[config.mk]
export PLATFORM = sky130hd
export DESIGN_NAME = sync_fifo_param_flat
export DESIGN_NICKNAME = d
export VERILOG_FILES = /design/src/rtl/sync_fifo_param_if.sv /design/src/rtl/sync_fifo_param.sv /design/src/flat_wrapper.sv
export SDC_FILE = /design/constraint.sdc
export NUM_CORES = 1
export LEC_CHECK = 0
export CAP_MARGIN = 15
export CORE_MARGIN = 5
export CORE_UTILIZATION = 35
export CTS_BUF_LIST = sky130_fd_sc_hd__clkbuf_4 sky130_fd_sc_hd__clkbuf_8
export CTS_CLUSTER_DIAMETER = 60
export DETAILED_ROUTE_END_ITERATION = 7
export GPL_ROUTABILITY_DRIVEN = 0
export GPL_TIMING_DRIVEN = 0
export PLACE_DENSITY = 0.53
export SYNTH_ARGS = -nofsm -noshare
export SYNTH_HDL_FRONTEND = slang
export SYNTH_SLANG_ARGS = --single-unit
[constraint.sdc]
create_clock -name clk -period 2.7 [get_ports clk]
set_clock_uncertainty 0.2 [all_clocks]
set_input_delay 0.27 -clock clk [delete_from_list [all_inputs] [get_ports clk]]
set_output_delay 0.27 -clock clk [all_outputs]
set_load 0.02 [all_outputs]
[src/rtl/sync_fifo_param_if.sv]
// Handshake/data bundle between a producer/consumer pair and sync_fifo_param.
interface sync_fifo_param_if #(
  parameter int unsigned WIDTH = 8,
  parameter int unsigned DEPTH = 16
);
  localparam int unsigned CW = $clog2(DEPTH) + 1;

  logic             write_en;
  logic             read_en;
  logic [WIDTH-1:0] data_in;
  logic [WIDTH-1:0] out;
  logic             mem_full;
  logic             mem_empty;
  logic             almost_full;
  logic             almost_empty;
  logic [CW-1:0]    count;
  logic             overflow;
  logic             underflow;

  modport master (
    output write_en, read_en, data_in,
    input  out, mem_full, mem_empty, almost_full, almost_empty, count, overflow, underflow
  );

  modport slave (
    input  write_en, read_en, data_in,
    output out, mem_full, mem_empty, almost_full, almost_empty, count, overflow, underflow
  );
endinterface

[src/rtl/sync_fifo_param.sv]
// Single-clock parametrised FIFO with occupancy, programmable thresholds and over/underflow pulses.
// Define SYNC_FIFO_FWFT_EN for first-word-fall-through output; default is 1-cycle registered read.
module sync_fifo_param #(
  parameter int unsigned WIDTH    = 8,
  parameter int unsigned DEPTH    = 16,
  parameter int unsigned AF_LEVEL = DEPTH - 2,
  parameter int unsigned AE_LEVEL = 2
) (
  input  logic             clk,
  input  logic             reset,
  sync_fifo_param_if.slave bus
);
  localparam int unsigned AW = $clog2(DEPTH);
  localparam int unsigned CW = AW + 1;
  localparam logic [CW-1:0] FULL_CNT = CW'(DEPTH);
  localparam logic [CW-1:0] AF_CNT   = CW'(AF_LEVEL);
  localparam logic [CW-1:0] AE_CNT   = CW'(AE_LEVEL);

  logic [WIDTH-1:0] mem [DEPTH];
  logic [AW-1:0]    write_ptr;
  logic [AW-1:0]    read_ptr;
  logic [CW-1:0]    count_q;
  logic             overflow_q;
  logic             underflow_q;
  logic             full_c;
  logic             empty_c;
  logic             rd_acc_c;
  logic             wr_acc_c;

  assign full_c   = (count_q == FULL_CNT);
  assign empty_c  = (count_q == '0);
  // A full FIFO still takes a write when a read frees the slot in the same cycle.
  assign rd_acc_c = bus.read_en && !empty_c;
  assign wr_acc_c = bus.write_en && (!full_c || rd_acc_c);

  // Storage is deliberately not reset.
  always_ff @(posedge clk) begin
    if (wr_acc_c) begin
      mem[write_ptr] <= bus.data_in;
    end
  end

  always_ff @(posedge clk or negedge reset) begin
    if (!reset) begin
      write_ptr   <= '0;
      read_ptr    <= '0;
      count_q     <= '0;
      overflow_q  <= 1'b0;
      underflow_q <= 1'b0;
    end else begin
      if (wr_acc_c) begin
        write_ptr <= write_ptr + AW'(1);
      end
      if (rd_acc_c) begin
        read_ptr <= read_ptr + AW'(1);
      end
      case ({wr_acc_c, rd_acc_c})
        2'b10:   count_q <= count_q + CW'(1);
        2'b01:   count_q <= count_q - CW'(1);
        default: count_q <= count_q;
      endcase
      overflow_q  <= bus.write_en && !wr_acc_c;
      underflow_q <= bus.read_en && !rd_acc_c;
    end
  end

`ifdef SYNC_FIFO_FWFT_EN
  // Head word is shown directly; zero while empty so stale storage never leaks out.
  assign bus.out = empty_c ? '0 : mem[read_ptr];
`else
  logic [WIDTH-1:0] out_q;

  always_ff @(posedge clk or negedge reset) begin
    if (!reset) begin
      out_q <= '0;
    end else if (rd_acc_c) begin
      out_q <= mem[read_ptr];
    end
  end

  assign bus.out = out_q;
`endif

  assign bus.count        = count_q;
  assign bus.mem_full     = full_c;
  assign bus.mem_empty    = empty_c;
  assign bus.almost_full  = (count_q >= AF_CNT);
  assign bus.almost_empty = (count_q <= AE_CNT);
  assign bus.overflow     = overflow_q;
  assign bus.underflow    = underflow_q;
endmodule

[src/flat_wrapper.sv]
// flat-port wrapper written by rule: the top's interface ports become plain ports
module sync_fifo_param_flat 
#(
  parameter int unsigned WIDTH    = 8,
  parameter int unsigned DEPTH    = 16,
  parameter int unsigned AF_LEVEL = DEPTH - 2,
  parameter int unsigned AE_LEVEL = 2
)
  (clk, reset, bus_write_en, bus_read_en, bus_data_in, bus_out, bus_mem_full, bus_mem_empty, bus_almost_full, bus_almost_empty, bus_count, bus_overflow, bus_underflow);
  sync_fifo_param_if #(.WIDTH(WIDTH), .DEPTH(DEPTH)) bus_i ();
  input  logic clk;
  input  logic reset;
  input wire logic [$bits(bus_i.write_en)-1:0] bus_write_en;
  input wire logic [$bits(bus_i.read_en)-1:0] bus_read_en;
  input wire logic [$bits(bus_i.data_in)-1:0] bus_data_in;
  output wire logic [$bits(bus_i.out)-1:0] bus_out;
  output wire logic [$bits(bus_i.mem_full)-1:0] bus_mem_full;
  output wire logic [$bits(bus_i.mem_empty)-1:0] bus_mem_empty;
  output wire logic [$bits(bus_i.almost_full)-1:0] bus_almost_full;
  output wire logic [$bits(bus_i.almost_empty)-1:0] bus_almost_empty;
  output wire logic [$bits(bus_i.count)-1:0] bus_count;
  output wire logic [$bits(bus_i.overflow)-1:0] bus_overflow;
  output wire logic [$bits(bus_i.underflow)-1:0] bus_underflow;
  assign bus_i.write_en = bus_write_en;
  assign bus_i.read_en = bus_read_en;
  assign bus_i.data_in = bus_data_in;
  assign bus_out = bus_i.out;
  assign bus_mem_full = bus_i.mem_full;
  assign bus_mem_empty = bus_i.mem_empty;
  assign bus_almost_full = bus_i.almost_full;
  assign bus_almost_empty = bus_i.almost_empty;
  assign bus_count = bus_i.count;
  assign bus_overflow = bus_i.overflow;
  assign bus_underflow = bus_i.underflow;
  sync_fifo_param #(.WIDTH(WIDTH), .DEPTH(DEPTH), .AF_LEVEL(AF_LEVEL), .AE_LEVEL(AE_LEVEL)) u_core (.clk(clk), .reset(reset), .bus(bus_i));
endmodule
==> flow_metrics.tcl <==
set metrics [dict create \
    vias 3029 \
    netlist_top_cells_count "edfxtp_1, dfrtp_1, mux4_1, mux4_2" \
    drtPass1Iterations 4 \
    seq_area_frac_synth_pct 70.6 \
    clock-root-buffer "clkbuf_8" \
    min_from "u_core.bus.out[5]$_DFFE_PN0P_" \
    whs_path_depth 2 \
    reg2reg_depth 10 \
    syn_inst 323 \
    dpl_worst_slack_ns -0.135 \
    dieArea_sq_um 20700 \
    nets 405 \
    critPathBufInv 1 \
    cpPeakStageDelay_ns 0.41 \
    p_int_mw 5.16 \
    drtIter0Drc 201 \
    num_io_pins 31 \
    cts_tree "yes" \
    rsz0062_at_grt "yes" \
    viasPerCell 4.84 \
    max_freq_ghz 0.377 \
    grt_pass1_vias 3235 \
    p_clk_share_pct 22.5 \
    holdPathEnd "u_core.bus.out[5]$_DFFE_PN0P_" \
    synth_compound_area_share_pct 3.96 \
    place_hpwl_microns 8680 \
    yosys.area.top_type "edfxtp_1" \
    cts_sinks 151 \
    finalCritPeriodShare_pct 98.2 \
    synthDistinctLibCells 42 \
    syn2layout_area_growth_pct 18.6 \
    synth_fa_ha_area_share_pct 1.92 \
    ir_worst_vdd_v 0.000414 \
    post_drt_wl_per_cell_microns 20.8 \
    overflow 0 \
    routed_wirelength_microns 13000 \
    synthesis.area_sq_um 6260 \
    numCtsBuffers 17 \
    switching_share_pct 31.7 \
    reg2reg_to "u_core.bus.count[4]$_DFFE_PN0P_" \
    clk_pin_slew_worst_paths_ns 0.08 \
    chipHeight_microns 144 \
    synthSimpleGateAreaFrac_pct 4.74 \
    tightestPinTransition_ns 0.862 \
    fin_util_pct 41.8 \
    grt_pass1_wl_microns 20000 \
    hold_slack_ns 0.374 \
    finalPower_mw 7.55 \
    powerDensity_nw_per_um2 1020 \
    hold_violations 0 \
    setup_ws_ns 0.0496 \
    synth-main-ff-cell "edfxtp_1" \
    synth_mux_area_share_pct 14.9 \
    p_comb_share_pct 37.1 \
    maxSlewViolCount 0 \
    critPathLaunch "u_core.bus.count[2]$_DFFE_PN0P_" \
    arrival_ns 2.80 \
    yosys.area.top_type_share_pct 61.4 \
    rows 49 \
    p_switching_mw 2.39 \
    critical_path_class "register to register" \
    layout-drive-gt1-share_pct 25.2 \
    synth-edff-count 128 \
    ys_ff_latch 151 \
    synthArstFlopShare_pct 15.2 \
    yosysMostFrequentCell "edfxtp_1" \
    synth_top_family_by_area "multiplexers" \
    clockBufferDepth 2 \
    port_buffers 30 \
    start_kind "register" \
    drcViolationCount 0 \
    tns_ns 0 \
    hp-class "register to register" \
    die_w_microns 144 \
    avgSynthCellArea_sq_um 19.4 \
    grt_start_max_net_pins 24 \
    critical_path.slowest_cell "dfrtp_2" \
    path_delay_family "compound AO/OA/AOI/OAI gates" \
    antenna_found_initial 0 \
    p_leak_nw 2.53 \
    worst_setup_path_end_kind "register" \
    clock_latency_ns 0.44 \
    yosys_warnings 0 \
    grt_usage_pct 13.6 \
    slew_headroom_pct 42.3 \
    maxCapViolCount 0 \
    rr_startpoint "u_core.bus.count[2]$_DFFE_PN0P_" \
    synthXorXnorAreaFrac_pct 1.26 \
    worstPathCellList "or3_4 -> o31a_4 -> nand2b_4 -> inv_4 -> ha_4 -> nor2b_4 -> o21ai_2 -> nand3b_1 -> o32a_1 -> o221ai_2" \
    r2r_slack_ns 0.05 \
    yosys-top-cells-area "edfxtp_1, dfrtp_1, mux4_1, mux4_2, ha_1" \
    outcome "finished clean" \
    syn-num-nets 344 \
    min_period_ns 2.65 \
    seqPwrFrac_pct 40.4 \
    initial_core_util_pct 35.2 \
    crit_required_ns 2.85 \
    ant_nets 0 \
    core_sq_um 17800 \
    antennaDiodeCount 0 \
    setup_viol 0 \
    h-tree-depth 4 \
    path_max_fanout 3 \
]
[power by group through the flow]
stage                     Clock [mW]  Sequential (mW)  Combinational [mW]
after floorplan                    0             3.21                1.70
after global placement             0             3.12                2.66
final                           1.70             3.05                2.80
after CTS                       1.76             3.07                2.81
after detailed placement           0             3.13                2.72
after global routing            1.87             3.09                3.03
[state kept, by name (all words and copies together), names as in the netlist]
register / count
u_core.bus.count: 5
u_core.bus.out: 8
u_core.bus.overflow: 1
u_core.bus.underflow: 1
u_core.mem: 128
u_core.read_ptr: 4
u_core.write_ptr: 4
[cell usage in the layout, fill, tap and decap left out, types with 8 or more instances in the layout]
| cell | n |
|---|---|
| clkdlybuf4s50_1 | 29 |
| a211oi_1 | 8 |
| clkbuf_8 | 19 |
| buf_4 | 10 |
| nor2b_1 | 8 |
| o22ai_1 | 8 |
| dfrtp_1 | 20 |
| xnor2_1 | 8 |
| inv_1 | 9 |
| mux2_2 | 8 |
| mux4_2 | 14 |
| edfxtp_1 | 128 |
| a21oi_1 | 10 |
| mux4_1 | 18 |
[worst max path at each step]
stage,depth (start not counted),slack (ns),to
CTS,10,-0.01,u_core.bus.count[4]$_DFFE_PN0P_
global route,5,-0.08,u_core.mem[12][6]$_DFFE_PP_
global placement,3,-0.61,u_core.mem[1][3]$_DFFE_PP_
floorplan,10,0.06,u_core.bus.count[4]$_DFFE_PN0P_
finish,10,0.05,u_core.bus.count[4]$_DFFE_PN0P_
detailed placement,4,-0.14,u_core.mem[13][3]$_DFFE_PP_
[layer usage]
metal / up-vias / track usage, % / share of wire (%) / routed length, microns
li1: 1431 / - / - / -
met1: 1534 / 18.7 / 46 / 6060
met2: 49 / 21.4 / 49 / 6390
met3: 15 / 3.23 / 3.1 / 408
met4: 0 / 4.46 / 1.4 / 180
met5: - / 0 / 0 / 0
[tightest hold or removal path, cell delays in order (launching register included)]
cell,delay (ns)
dfrtp_1,0.35
o22ai_1,0.08
a21oi_1,0.10
[final cells by class]
type / instances / area (sq um)
fillers: 1603 / 10400
flip-flops and latches: 151 / 4420
multi-input cells: 146 / 1750
repair buffers: 42 / 412
clock buffers: 23 / 292
well taps: 229 / 287
plain buffers: 16 / 126
clock inverters: 9 / 103
inverters: 10 / 40.0
[stage by stage]
step                std cells  cell area [sq um]
floorplan                 323               6270
global placement          582               6860
detailed placement        586               6920
CTS                       622               7360
global route              626               7430
finish                    626               7430
[cell families after synthesis]
group,Yosys count
flops,151
compound gates,36
xor+xnor,9
mux,44
buf+inv,26
fa+ha+maj,9
simple gates,48
[timing repair]
item	CTS	global route
hold buffers	0	1
hold endpoints to repair	0	5
gates resized for setup	6	6
pin swaps	4	5
buffers inserted	4	2
endpoints found under the setup margin	2	45
No activity file was read; power rests on OpenSTA's default activity.
